<file path="src/rtl/instr_fetch_unit_pkg.sv">
// Shared definitions for the instruction fetch stage: FSM state encoding,
// default geometry and the cleared-instruction value.
package instr_fetch_unit_pkg;

    localparam int unsigned ADDR_W_DEF      = 8;
    localparam int unsigned INSTR_BYTES_DEF = 4;
    localparam logic [31:0] NOP_INSTR       = 32'h0;

    typedef enum logic [1:0] {
        IDLE  = 2'd0,
        FETCH = 2'd1,
        HOLD  = 2'd2
    } fetch_state_t;

endpackage

</file>
<file path="src/rtl/instr_fetch_unit_byte_assembler.sv">
// fetch_byte_assembler: counts bytes of the current instruction and inserts
// each acknowledged byte little-endian into the assembled word.
module fetch_byte_assembler
    import instr_fetch_unit_pkg::*;
#(
    parameter int unsigned INSTR_BYTES = INSTR_BYTES_DEF,
    parameter int unsigned CNT_W       = (INSTR_BYTES > 1) ? $clog2(INSTR_BYTES) : 1
) (
    input  logic                     clk,
    input  logic                     rst_n,
    input  logic                     clear,
    input  logic                     load,
    input  logic [7:0]               byte_in,
    output logic [CNT_W-1:0]         count,
    output logic [8*INSTR_BYTES-1:0] word,
    output logic                     last
);

    localparam logic [8*INSTR_BYTES-1:0] CLEAR_WORD = (8*INSTR_BYTES)'(NOP_INSTR);

    assign last = (count == CNT_W'(INSTR_BYTES - 1));

    // Byte counter and byte-lane insert; clear wins over load.
    always_ff @(posedge clk) begin
        if (rst_n || clear) begin
            count <= '0;
            word  <= CLEAR_WORD;
        end else if (load) begin
            for (int unsigned i = 0; i < INSTR_BYTES; i++) begin
                if (count == CNT_W'(i)) begin
                    word[8*i +: 8] <= byte_in;
                end
            end
            count <= last ? '0 : count + 1'b1;
        end
    end

endmodule

</file>
<file path="src/rtl/instr_fetch_unit.sv">
// instr_fetch_unit: fetches INSTR_BYTES consecutive bytes starting at an
// accepted PC and presents the assembled instruction over valid/ready.
// Optional macro FETCH_MISALIGN_CHECK_EN: misaligned PCs skip memory and
// return instr=0 with instr_err=1.
module instr_fetch_unit
    import instr_fetch_unit_pkg::*;
#(
    parameter int unsigned ADDR_W      = ADDR_W_DEF,
    parameter int unsigned INSTR_BYTES = INSTR_BYTES_DEF
) (
    input  logic                     clk,
    input  logic                     rst_n,
    input  logic [ADDR_W-1:0]        pc_in,
    input  logic                     pc_valid,
    output logic                     pc_ready,
    input  logic                     flush,
    output logic [ADDR_W-1:0]        mem_addr,
    output logic                     mem_rd,
    input  logic [7:0]               mem_rdata,
    input  logic                     mem_ack,
    output logic [8*INSTR_BYTES-1:0] instr,
    output logic [ADDR_W-1:0]        instr_pc,
    output logic                     instr_valid,
    input  logic                     instr_ready,
    output logic                     instr_err
);

    localparam int unsigned CNT_W = (INSTR_BYTES > 1) ? $clog2(INSTR_BYTES) : 1;

    fetch_state_t     state, state_nxt;
    logic             accept;
    logic             ack_ok;
    logic             misalign;
    logic             byte_last;
    logic [CNT_W-1:0] byte_cnt;

`ifdef FETCH_MISALIGN_CHECK_EN
    assign misalign = (pc_in[1:0] != 2'b00);
`else
    assign misalign = 1'b0;
`endif

    assign accept = pc_valid && pc_ready;
    assign ack_ok = mem_rd && mem_ack && !flush;

    // Next-state and handshake outputs; flush overrides everything.
    always_comb begin
        state_nxt   = state;
        pc_ready    = 1'b0;
        instr_valid = 1'b0;
        mem_rd      = 1'b0;
        mem_addr    = '0;
        case (state)
            IDLE: begin
                pc_ready = !flush && !rst_n;
                if (pc_valid && pc_ready) begin
                    state_nxt = misalign ? HOLD : FETCH;
                end
            end
            FETCH: begin
                mem_rd   = 1'b1;
                mem_addr = instr_pc + ADDR_W'(byte_cnt);
                if (mem_ack && byte_last) begin
                    state_nxt = HOLD;
                end
            end
            HOLD: begin
                instr_valid = !flush;
                pc_ready    = instr_ready && !flush && !rst_n;
                if (instr_valid && instr_ready) begin
                    if (pc_valid && pc_ready) begin
                        state_nxt = misalign ? HOLD : FETCH;
                    end else begin
                        state_nxt = IDLE;
                    end
                end
            end
            default: state_nxt = IDLE;
        endcase
        if (flush) begin
            state_nxt = IDLE;
        end
    end

    // State register.
    always_ff @(posedge clk) begin
        if (rst_n) begin
            state <= IDLE;
        end else begin
            state <= state_nxt;
        end
    end

    // Capture PC and error flag of each accepted request.
    always_ff @(posedge clk) begin
        if (rst_n) begin
            instr_pc  <= '0;
            instr_err <= 1'b0;
        end else if (accept) begin
            instr_pc  <= pc_in;
            instr_err <= misalign;
        end
    end

    fetch_byte_assembler #(
        .INSTR_BYTES (INSTR_BYTES),
        .CNT_W       (CNT_W)
    ) u_asm (
        .clk     (clk),
        .rst_n   (rst_n),
        .clear   (accept),
        .load    (ack_ok),
        .byte_in (mem_rdata),
        .count   (byte_cnt),
        .word    (instr),
        .last    (byte_last)
    );

endmodule

</file>
<file path="config.mk">
export PLATFORM = sky130hd
export DESIGN_NAME = instr_fetch_unit
export DESIGN_NICKNAME = d
export VERILOG_FILES = /design/src/rtl/instr_fetch_unit_pkg.sv /design/src/rtl/instr_fetch_unit_byte_assembler.sv /design/src/rtl/instr_fetch_unit.sv
export SDC_FILE = /design/constraint.sdc
export NUM_CORES = 1
export LEC_CHECK = 0
export ABC_AREA = 1
export BUFFER_PORTS_ARGS = -buffer_cell sky130_fd_sc_hd__buf_2
export CORE_ASPECT_RATIO = 0.75
export CORE_MARGIN = 5
export CORE_UTILIZATION = 49
export CTS_BUF_LIST = sky130_fd_sc_hd__clkbuf_16
export DETAILED_ROUTE_END_ITERATION = 12
export MAX_ROUTING_LAYER = met4
export PLACE_DENSITY = 0.88
export SETUP_SLACK_MARGIN = 0.1
export SKIP_CTS_REPAIR_TIMING = 1
export SLEW_MARGIN = 20
export SYNTH_ARGS = -nofsm -noshare
export SYNTH_HDL_FRONTEND = slang
export SYNTH_SLANG_ARGS = --single-unit
export TNS_END_PERCENT = 50
</file>
<file path="constraint.sdc">
create_clock -name clk -period 2.1 [get_ports clk]
set_input_delay 0.315 -clock clk [delete_from_list [all_inputs] [get_ports clk]]
set_output_delay 0.315 -clock clk [all_outputs]
set_load 0.005 [all_outputs]
</file>
==> impl_summary.log, run 1 <==
INFO  metric wirelength = 4990 microns
INFO  metric first_pass_grt_wire_length = 8230 microns
INFO  metric clockRootBuffer = clkbuf_16
INFO  metric drt-vias-per-instance = around 4.8
INFO  metric crit_required = approximately 1.8 ns
INFO  metric proportion_of_synthesized_chip_area_in_sequential_cells = 0.438
INFO  metric final.min_clock_period = slightly above 2 ns
INFO  metric critPathCaptureType = output pin
INFO  metric layout_worst_path_cycle_share = 0.966
INFO  metric pnr_total_power = 0.00184 W
INFO  metric worst_ir_drop_vdd = 0.468 mV
INFO  metric synth-warning-count = 0
INFO  metric std_cell_rows = 20
INFO  metric nets = between 300 and 400
INFO  metric mostFrequentLayoutCells = 74 x nand2_1, 72 x buf_2, 41 x dfxtp_1, 40 x a21oi_1, 36 x nand3_1
INFO  metric insertedDiodeCount = 0
INFO  metric clock_sink_count = 44
INFO  metric grtUsageTotal = 0.190
INFO  metric grt_overflow = 0
INFO  metric layout.cells.most_common = nand2_1
INFO  metric first_pass_iters = 4
INFO  metric hold_viol_final = 0
INFO  metric grt_max_degree = 35
INFO  metric unrepaired_setup_endpoints_after_global_routing = true
INFO  metric grt_pass1_vias = 1807
INFO  metric route.antenna.remaining_nets = 0
INFO  metric die_w = 84.0 microns
INFO  metric timing.max_cap.violations = 0
INFO  metric buffer_ports.inserted = slightly above 70
INFO  metric drv_slew = 0
INFO  metric hpwlAfterDp = 3650 microns
INFO  metric worst_clock_skew = 0.00390 ns
INFO  metric finalNonFillerCells = 401
INFO  metric synth_top_area_frac = 0.438
INFO  metric relSlewSlack = 0.589
INFO  metric design.portCount = 74
INFO  metric tightest_slew = 0.614 ns
INFO  metric run_status = finished, final reports clean
INFO  metric initial_utilization = 0.503
INFO  metric synth_area_leaders = dfxtp_1 44%, nand2_1 14%, a21oi_1 9.9%, nand3_1 8.9%, nor2_1 5.4%
INFO  metric max_clock_freq = 493 MHz
INFO  metric tns = 0 ns
INFO  metric clkSlewWorstSetupHoldPaths = 0.06 ns
INFO  metric setup.worst_path.start_class = flip-flop
INFO  metric timing.critical_path.arrival = 1.71 ns
INFO  metric synth.largest_area_cell = dfxtp_1
INFO  metric chipHeight = ~66 microns
INFO  metric floorplan_die_area = 5500 sq um
INFO  metric post_synthesis_cells = 276
INFO  metric path_max_fanout = 6
INFO  metric cts_max_level = 2
INFO  metric cp_slowest_cell = fa_2
INFO  metric drive_above_1_share = 0.277
INFO  metric syn-mean-instance-area = ~7.3 sq um
INFO  metric syn_nets = 305
INFO  metric power-per-cell-area = 723 nW/um^2
INFO  metric grt_antenna_before_repair = 0
INFO  metric placedCellCount = 393
INFO  metric crit_path_max_incr_delay = 0.37 ns
INFO  metric static-leakage-power = between 1 and 1.5 nW
INFO  metric setup_viol_count_final = 0
INFO  metric worst_hold_path_type = in2reg
INFO  metric numCtsBuffers = 5
INFO  metric post_drt_wl_per_cell = 12.4 microns
INFO  metric clock_path_buffers = 2
INFO  metric synth.lib_cells_used.distinct = 25
INFO  metric gp_congestion = 0.853
INFO  metric mapped_area = between 2000 and 2500 sq um
INFO  metric crit_path_cell_trace = ha_2 -> fa_2 -> nand2_2 -> nor2_2 -> nand2_1 -> xor2_1 -> nor2_1 -> buf_2
INFO  metric vias = between 1500 and 2000
INFO  metric path_class = reg2out
INFO  metric worst_skew_pair.late_latency = about 0.28 ns
INFO  metric area.growth.synth_to_final = 26.5%
INFO  metric flops_latches_synth = 44
INFO  metric fp.coreArea = 4000 sq um
INFO  metric drtIter0Drc = between 100 and 150
INFO  metric drc = 0
INFO  metric cts_tree = done
[synthesized netlist by cell type]
cell      instances
a21oi_1          40
buf_1             1
buf_2             2
buf_4             1
buf_6             3
clkbuf_1          3
clkbuf_8          3
clkinv_1          2
conb_1            1
dfxtp_1          44
fa_1              1
ha_1              6
inv_1            18
inv_2             1
nand2_1          75
nand2_2           1
nand2_4           1
nand3_1          36
nand4_2           1
nor2_1           29
nor2_2            1
nor2_4            1
nor3_1            1
o21ai_0           3
xor2_1            1
[registers in the layout (all words and copies together), names as in the netlist]
signal       flops
u_asm.count      2
state            2
u_asm.word      32
instr_pc         8
[area by class of cell]
cell class	instances	area [sq um]
Clock buffer	5	125
Clock inverter	3	47.5
Fill cell	372	1460
Inverter	21	78.8
Multi-Input combinational cell	198	956
Sequential cell	44	887
Tap cell	55	68.8
Timing Repair Buffer	75	383
[worst max-delay path: cells and delay by family (launching register included)]
| family | cells | cell delay [ns] |
|---|---|---|
| adder cells (fa/ha/maj) | 2 | 0.56 |
| AND/OR/NAND/NOR | 4 | 0.27 |
| flip-flops | 1 | 0.36 |
| buffers and inverters | 1 | 0.12 |
| XOR/XNOR | 1 | 0.14 |
[worst paths after layout]
kind	start	to	depth (start not counted)	slack, ns
worst max-delay path	u_asm.count[0]	mem_addr[6]	8	0.07
worst min-delay path	pc_in[6]	instr_pc[6]	3	0.26
worst max register to register	state[0]	u_asm.word[27]	5	0.67
worst min register to register	u_asm.word[3]	u_asm.word[3]	2	0.46
[layer usage]
| metal | wire (microns) | share of wire | track usage |
|---|---|---|---|
| met5 | 0 | 0 | - |
| met4 | 43 | 0.0086 | 0.0522 |
| met3 | 325 | 0.065 | 0.0451 |
| met2 | 2280 | 0.46 | 0.304 |
| met1 | 2340 | 0.47 | 0.245 |
[metrics by stage]
stage               setup WS [ns]  cell area (sq um)  utilization  hold WS, ns
floorplan                   0.467               2010            -        0.450
global placement            0.317               2360        0.589        0.448
detailed placement          0.254               2360        0.589        0.451
CTS                       -0.0500               2530        0.632        0.258
global route              -0.0323               2550        0.636        0.284
finish                     0.0707               2550        0.636        0.264
[cells by family (layout without fill, tap and decap cells)]
family	after synthesis	in the layout	synth area share
compound gates	43	43	0.107
simple gates	146	146	0.310
xor+xnor	1	1	0.00435
fa+ha+maj	7	7	0.0472
flops	44	44	0.438
buf+inv	34	104	0.0926
other cells	1	1	0.00186
[report_power, final]
group | total (W) | internal [W] | switching, W | leakage, nW
Combinational | 0.000108 | 0.0000398 | 0.0000686 | 0.724
Clock | 0.000876 | 0.000564 | 0.000312 | 0.0840
Sequential | 0.000856 | 0.000844 | 0.0000118 | 0.357
Power figures use the tool's default switching activity.
==> run 2, diff against run 1 <==
- clock period: 2.1 -> 2 ns (I/O delays scaled with it)
==> run 2 against run 1 <==
Against the previous run:
- the run now ends with setup timing left
- utilization up 1.3 points
- critical path depth unchanged
- sequential share of layout area down 0.53 points
- flip-flop and latch count unchanged
- sequential power up 4.9%
- register-to-register slack worse by 0.16 ns
- worst setup slack worse by 0.12 ns
- clock-buffer cell count unchanged
- via count up 1.3%
- hold slack worse by 0.020 ns
- largest power group unchanged
==> impl_summary.log, run 2 (synthesized netlist as in run 1, its figures left out) <==
INFO  metric run_status = finished with violations
INFO  metric failed_checks = setup timing
INFO  metric path_class = reg2out
INFO  metric wirelength = 5090 microns (+2.0%)
INFO  metric final.fill_count = 363 (-2.4%)
INFO  metric crit_path_cell_trace = ha_4 -> fa_2 -> nand2_2 -> nor2_4 -> nand2_2 -> xor2_1 -> nor2_1 -> buf_2
INFO  metric multiInputGateArea = 973 sq um (+1.8%)
INFO  metric drtIter0Drc = 178 (+45%)
INFO  metric cp_common_cell = nand2_2
INFO  metric drv_slew = 0 (unchanged)
INFO  metric gp_congestion = 0.855 (+0.26%)
INFO  metric clkSlewWorstSetupHoldPaths = 0.06 ns (about the same)
INFO  metric worst_clock_skew = 0.00596 ns (+0.00207 ns)
INFO  metric worst_ir_drop_vdd = 0.563 mV (+20%)
INFO  metric max_clock_freq = 489 MHz
INFO  metric layout.cells.most_common = nand2_1
INFO  metric buffer_ports.inserted = 72 (unchanged)
INFO  metric drive_above_1_share = 0.294 (+0.0168)
INFO  metric grtUsageTotal = 0.186 (-0.00405)
INFO  metric final.min_clock_period = 2.05 ns
INFO  metric worst_skew_pair.late_latency = 0.28 ns (about the same)
INFO  metric die_w = 84.0 microns (unchanged)
INFO  metric grt_max_degree = 35 (unchanged)
INFO  metric static-leakage-power = 1.18 nW (+1.6%)
INFO  metric hold_viol_final = 0 (unchanged)
INFO  metric post-route-worst-setup-slack = -0.0461 ns (-0.117 ns)
INFO  metric largest_reg_flops = 32 (unchanged)
INFO  metric hpwlAfterDp = 3690 microns (+1.1%)
INFO  metric drt-vias-per-instance = 4.83 (+0.34%)
INFO  metric clockRootBuffer = clkbuf_16
INFO  metric area.growth.synth_to_final = 29.0%
INFO  metric timing.max_cap.violations = 0 (unchanged)
INFO  metric registers.top_by_ff_count = u_asm.word
INFO  metric mostFrequentLayoutCells = 73 x nand2_1, 72 x buf_2, 40 x a21oi_1, 40 x dfxtp_1, 36 x nand3_1
INFO  metric final-seq-area = 891 sq um (+0.42%)
INFO  metric unrepaired_setup_endpoints_after_global_routing = true
INFO  metric power-per-cell-area = 745 nW/um^2 (+3.1%)
INFO  metric initial_utilization = 0.503 (unchanged)
INFO  metric reg.largest.list = u_asm.word: 32 flops, instr_pc: 8 flops
INFO  metric pnr_total_power = 0.00193 W (+5.1%)
INFO  metric path_max_fanout = 3 (-3)
INFO  metric timing.critical_path.arrival = 1.75 ns (+0.04 ns)
INFO  metric crit_path_max_incr_delay = 0.41 ns (+0.04 ns)
INFO  metric nets = 378 (+1.1%)
INFO  metric setup_viol_count_final = 2 (+2)
INFO  metric layout_worst_path_cycle_share = 1.02
INFO  metric hold-path-cell-count = 3 (unchanged)
INFO  metric clock_sink_count = 44 (unchanged)
INFO  metric fin_area = 2600 sq um (+2.0%)
INFO  metric route.antenna.remaining_nets = 0 (unchanged)
INFO  metric cts_max_level = 2 (unchanged)
INFO  metric floorplan_die_area = 5500 sq um (unchanged)
INFO  metric post_drt_wl_per_cell = 12.6 microns (+1.0%)
INFO  metric first_pass_grt_wire_length = 8110 microns (-1.5%)
INFO  metric fp.coreArea = 4000 sq um (unchanged)
INFO  metric chipHeight = 65.5 microns (unchanged)
INFO  metric grt_overflow = 0 (unchanged)
INFO  metric insertedDiodeCount = 0 (unchanged)
INFO  metric crit_required = 1.70 ns (-0.08 ns)
INFO  metric clock_path_buffers = 2 (unchanged)
INFO  metric rr_worst_depth = 6 (+1)
INFO  metric grt_antenna_before_repair = 0 (unchanged)
INFO  metric final_util = 0.648 (+0.0125)
INFO  metric std_cell_rows = 20 (unchanged)
INFO  metric placement.cell_area = 2360 sq um (+0.32%)
INFO  metric tns = -0.0728 ns (-0.0728 ns)
INFO  metric vias = 1958 (+1.3%)
INFO  metric cp_slowest_cell = fa_2
INFO  metric design.portCount = 74 (unchanged)
INFO  metric worst_hold_path_type = in2reg
INFO  metric timing.hold.ws = 0.244 ns (-0.0200 ns)
INFO  metric drc = 0 (unchanged)
INFO  metric grt_pass1_vias = 1736 (-3.9%)
INFO  metric critPathCaptureType = output pin
INFO  metric numCtsBuffers = 5 (unchanged)
INFO  metric setup.worst_path.start_class = flip-flop
INFO  metric first_pass_iters = 4 (unchanged)
INFO  metric cts_tree = done
run 2: path summary, 6_finish.rpt:
kind,slack [ns],from,endpoint
max,-0.05,u_asm.count[0],mem_addr[6]
min,0.24,pc_in[6],instr_pc[6]
max reg2reg,0.51,u_asm.count[0],u_asm.word[0]
min reg2reg,0.46,u_asm.word[15],u_asm.word[15]
run 2: critical path: cells and delay by family (launching register included):
family,cells,cell delay (ns)
AND/OR/NAND/NOR,4,0.28
XOR/XNOR,1,0.14
adder cells (fa/ha/maj),2,0.58
buffers and inverters,1,0.12
flip-flops,1,0.36
run 2: stage by stage:
| stage | instances | worst slack [ns] |
|---|---|---|
| CTS | 402 | -0.133 |
| global placement | 394 | 0.233 |
| finish | 405 | -0.0461 |
| global route | 405 | -0.131 |
| detailed placement | 394 | 0.163 |
| floorplan | 276 | 0.382 |
run 2: cell type report:
class | count | share of cell area
repair buffers | 79 | 0.159
clock inverters | 3 | 0.0178
inverters | 21 | 0.0304
clock buffers | 5 | 0.0482
well taps | 55 | 0.0265
multi-input cells | 198 | 0.375
flip-flops and latches | 44 | 0.343
run 2: per-layer routing:
layer  wire, microns  global-route usage  vias up
met5               0                   -        -
met4              29              0.0382        0
met3             318              0.0464        2
met2            2410               0.305       59
met1            2330               0.238      864
li1                -                   -     1033
run 2: where the power goes:
group / switching (W) / leakage [nW] / internal [W]
clock network: 0.000327 / 0.0804 / 0.000593
registers: 0.0000132 / 0.358 / 0.000885
logic: 0.0000731 / 0.745 / 0.0000440
total: 0.000413 / 1.18 / 0.00152
==> run 3, diff against run 2 <==
- PLACE_DENSITY: 0.88 -> 0.79
==> run 3 against run 2 <==
Against the previous run:
- the flow still finishes with violations (setup timing)
- hold slack better by 0.00063 ns
- global-route usage is 0.44 points higher
- clock skew about the same
- sequential share of layout area up 0.41 points
- critical endpoint unchanged
==> impl_summary.log, run 3 (synthesized netlist as in run 1, its figures left out) <==
INFO  metric run_status = finished with violations
INFO  metric failed_checks = setup timing
INFO  metric fp.coreArea = 4000 sq um (unchanged)
INFO  metric rr_worst_depth = 5 (-1)
INFO  metric layout.cells.most_common = nand2_1
INFO  metric setup.worst_path.start_class = flip-flop
INFO  metric timing.critical_path.arrival = 1.73 ns (-0.02 ns)
INFO  metric grt_pass1_vias = 1797 (+3.5%)
INFO  metric grt_max_degree = 35 (unchanged)
INFO  metric std_cell_rows = 20 (unchanged)
INFO  metric cts_max_level = 2 (unchanged)
INFO  metric pnr_total_power = 0.00193 W (-0.48%)
INFO  metric numCtsBuffers = 5 (unchanged)
INFO  metric clkSlewWorstSetupHoldPaths = 0.06 ns (about the same)
INFO  metric first_pass_iters = 4 (unchanged)
INFO  metric worst_ir_drop_vdd = 0.495 mV (-12%)
INFO  metric reg.largest.list = u_asm.word: 32 flops, instr_pc: 8 flops
INFO  metric design.portCount = 74 (unchanged)
INFO  metric post-route-worst-setup-slack = -0.0253 ns (+0.0208 ns)
INFO  metric post_drt_wl_per_cell = 12.4 microns (-0.99%)
INFO  metric timing.max_cap.violations = 0 (unchanged)
INFO  metric route.antenna.remaining_nets = 0 (unchanged)
INFO  metric registers.top_by_ff_count = u_asm.word
INFO  metric regToRegStartpoint = state[0]
INFO  metric static-leakage-power = 1.16 nW (-1.8%)
INFO  metric worst_skew_pair.late_latency = 0.28 ns (about the same)
INFO  metric worst_clock_skew = 0.00557 ns (-0.000397 ns)
INFO  metric final.min_clock_period = 2.03 ns (-0.0208 ns)
INFO  metric critical-path-top-delay-family = adder cells
INFO  metric floorplan_die_area = 5500 sq um (unchanged)
INFO  metric drv_slew = 0 (unchanged)
INFO  metric final_util = 0.638 (-0.0103)
INFO  metric worstPathBufferInverterCount = 1 (unchanged)
INFO  metric largest_reg_flops = 32 (unchanged)
INFO  metric sw_frac_of_total = 0.214 (about the same)
INFO  metric drive_above_1_share = 0.280 (-0.0139)
INFO  metric clock_sink_count = 44 (unchanged)
INFO  metric insertedDiodeCount = 0 (unchanged)
INFO  metric hold-path-cell-count = 3 (unchanged)
INFO  metric r2r_slack = 0.52 ns (about the same)
INFO  metric cts_tree = done
INFO  metric p_int = 0.00151 W (-0.47%)
INFO  metric crit_required = 1.70 ns (about the same)
INFO  metric buffer_ports.inserted = 72 (unchanged)
INFO  metric mostFrequentLayoutCells = 74 x nand2_1, 72 x buf_2, 41 x dfxtp_1, 40 x a21oi_1, 36 x nand3_1
INFO  metric setup_viol_count_final = 1 (-1)
INFO  metric gp_congestion = 0.839 (-1.9%)
INFO  metric die_w = 84.0 microns (unchanged)
INFO  metric power.combinational.fraction = 0.060 (about the same)
INFO  metric worst_hold_path.endpoint = instr_pc[6]
INFO  metric area.growth.synth_to_final = 26.9%
INFO  metric timing.rr.end = u_asm.word[30]
INFO  metric hold_viol_final = 0 (unchanged)
INFO  metric grt_overflow = 0 (unchanged)
INFO  metric path_max_fanout = 6 (+3)
INFO  metric wirelength = 4990 microns (-2.0%)
INFO  metric final.fill_count = 365 (+0.55%)
INFO  metric worst_hold_path_type = in2reg
INFO  metric vias = 1944 (-0.72%)
INFO  metric tightest_slew = just over 0.6 ns
INFO  metric critPathCaptureType = output pin
INFO  metric drt-vias-per-instance = 4.85 (+0.28%)
INFO  metric layout_worst_path_cycle_share = 1.01 (-0.0104)
INFO  metric grt_antenna_before_repair = 0 (unchanged)
INFO  metric netSwitchingPower = 0.000411 W (-0.50%)
INFO  metric hpwlAfterDp = 3640 microns (-1.4%)
INFO  metric share_seq_of_total_power = 0.467 (+0.003)
INFO  metric unrepaired_setup_endpoints_after_global_routing = true
INFO  metric path_class = reg2out
INFO  metric crit_path_cell_trace = ha_4 -> fa_2 -> nand2_2 -> nor2_2 -> nand2_1 -> xor2_1 -> nor2_1 -> buf_2
INFO  metric drtIter0Drc = 122 (-31%)
INFO  metric grtUsageTotal = 0.191 (+0.00445)
INFO  metric p_clk_frac = 0.473 (-0.002)
INFO  metric relSlewSlack = 0.590
INFO  metric clockRootBuffer = clkbuf_16
INFO  metric nets = 374 (-1.1%)
INFO  metric initial_utilization = 0.503 (unchanged)
INFO  metric first_pass_grt_wire_length = 8250 microns (+1.7%)
INFO  metric crit_path_max_incr_delay = 0.37 ns (-0.04 ns)
INFO  metric power-per-cell-area = 754 nW/um^2 (+1.1%)
INFO  metric hold_path.startpoint = pc_in[6]
INFO  metric chipHeight = 65.5 microns (unchanged)
INFO  metric cp_slowest_cell = dfxtp_4
INFO  metric clock_path_buffers = 2 (unchanged)
INFO  metric drc = 0 (unchanged)
INFO  metric max_clock_freq = 494 MHz (+1.0%)
==> run 3: how the worst max path moves through the flow <==
stage	startpoint	endpoint	slack, ns	depth (start not counted)
global placement	u_asm.count[0]	mem_addr[6]	0.23	8
global route	u_asm.count[0]	mem_addr[6]	-0.09	8
detailed placement	u_asm.count[0]	mem_addr[6]	0.15	8
finish	u_asm.count[0]	mem_addr[6]	-0.03	8
floorplan	u_asm.count[0]	mem_addr[6]	0.38	7
CTS	u_asm.count[0]	mem_addr[6]	-0.15	8
==> run 3: layer usage <==
layer  track usage  wire length [microns]
met1         0.252                   2310
met2         0.291                   2280
met3        0.0414                    353
met4        0.0703                     51
met5             -                      0
==> run 3: power by group through the flow <==
stage	clock network, W	logic, W	registers [W]
final	0.000911	0.000115	0.000899
after global routing	0.000956	0.000130	0.000901
after CTS	0.000927	0.000114	0.000899
after detailed placement	0	0.000113	0.000918
after global placement	0	0.000113	0.000918
after floorplan	0	0.0000666	0.000917
==> run 3: area by class of cell <==
cell class | count | area (sq um) | share of cell area
Clock buffer | 5 | 125 | 0.0490
Clock inverter | 3 | 42.5 | 0.0167
Inverter | 21 | 78.8 | 0.0309
Multi-Input combinational cell | 198 | 970 | 0.380
Sequential cell | 44 | 887 | 0.347
Tap cell | 55 | 68.8 | 0.0269
Timing Repair Buffer | 75 | 383 | 0.150
==> run 3: through the flow <==
| stage | hold WS (ns) | std cells | cell area [sq um] | setup TNS (ns) | worst slack [ns] |
|---|---|---|---|---|---|
| 3_5_place_dp | 0.450 | 393 | 2360 | 0 | 0.154 |
| 3_3_place_gp | 0.447 | 393 | 2360 | 0 | 0.227 |
| 5_1_grt | 0.258 | 401 | 2550 | -0.0888 | -0.0888 |
| 2_1_floorplan | 0.435 | 276 | 2010 | 0 | 0.382 |
| 4_1_cts | 0.240 | 401 | 2520 | -0.150 | -0.150 |
| 6_report | 0.245 | 401 | 2550 | -0.0253 | -0.0253 |
==> run 3: worst reg2reg max path, delay by kind of cell (launching register included) <==
family | cells | cell delay [ns]
AO/OA/AOI/OAI | 1 | 0.07
flip-flops | 1 | 0.42
AND/OR/NAND/NOR | 4 | 0.86
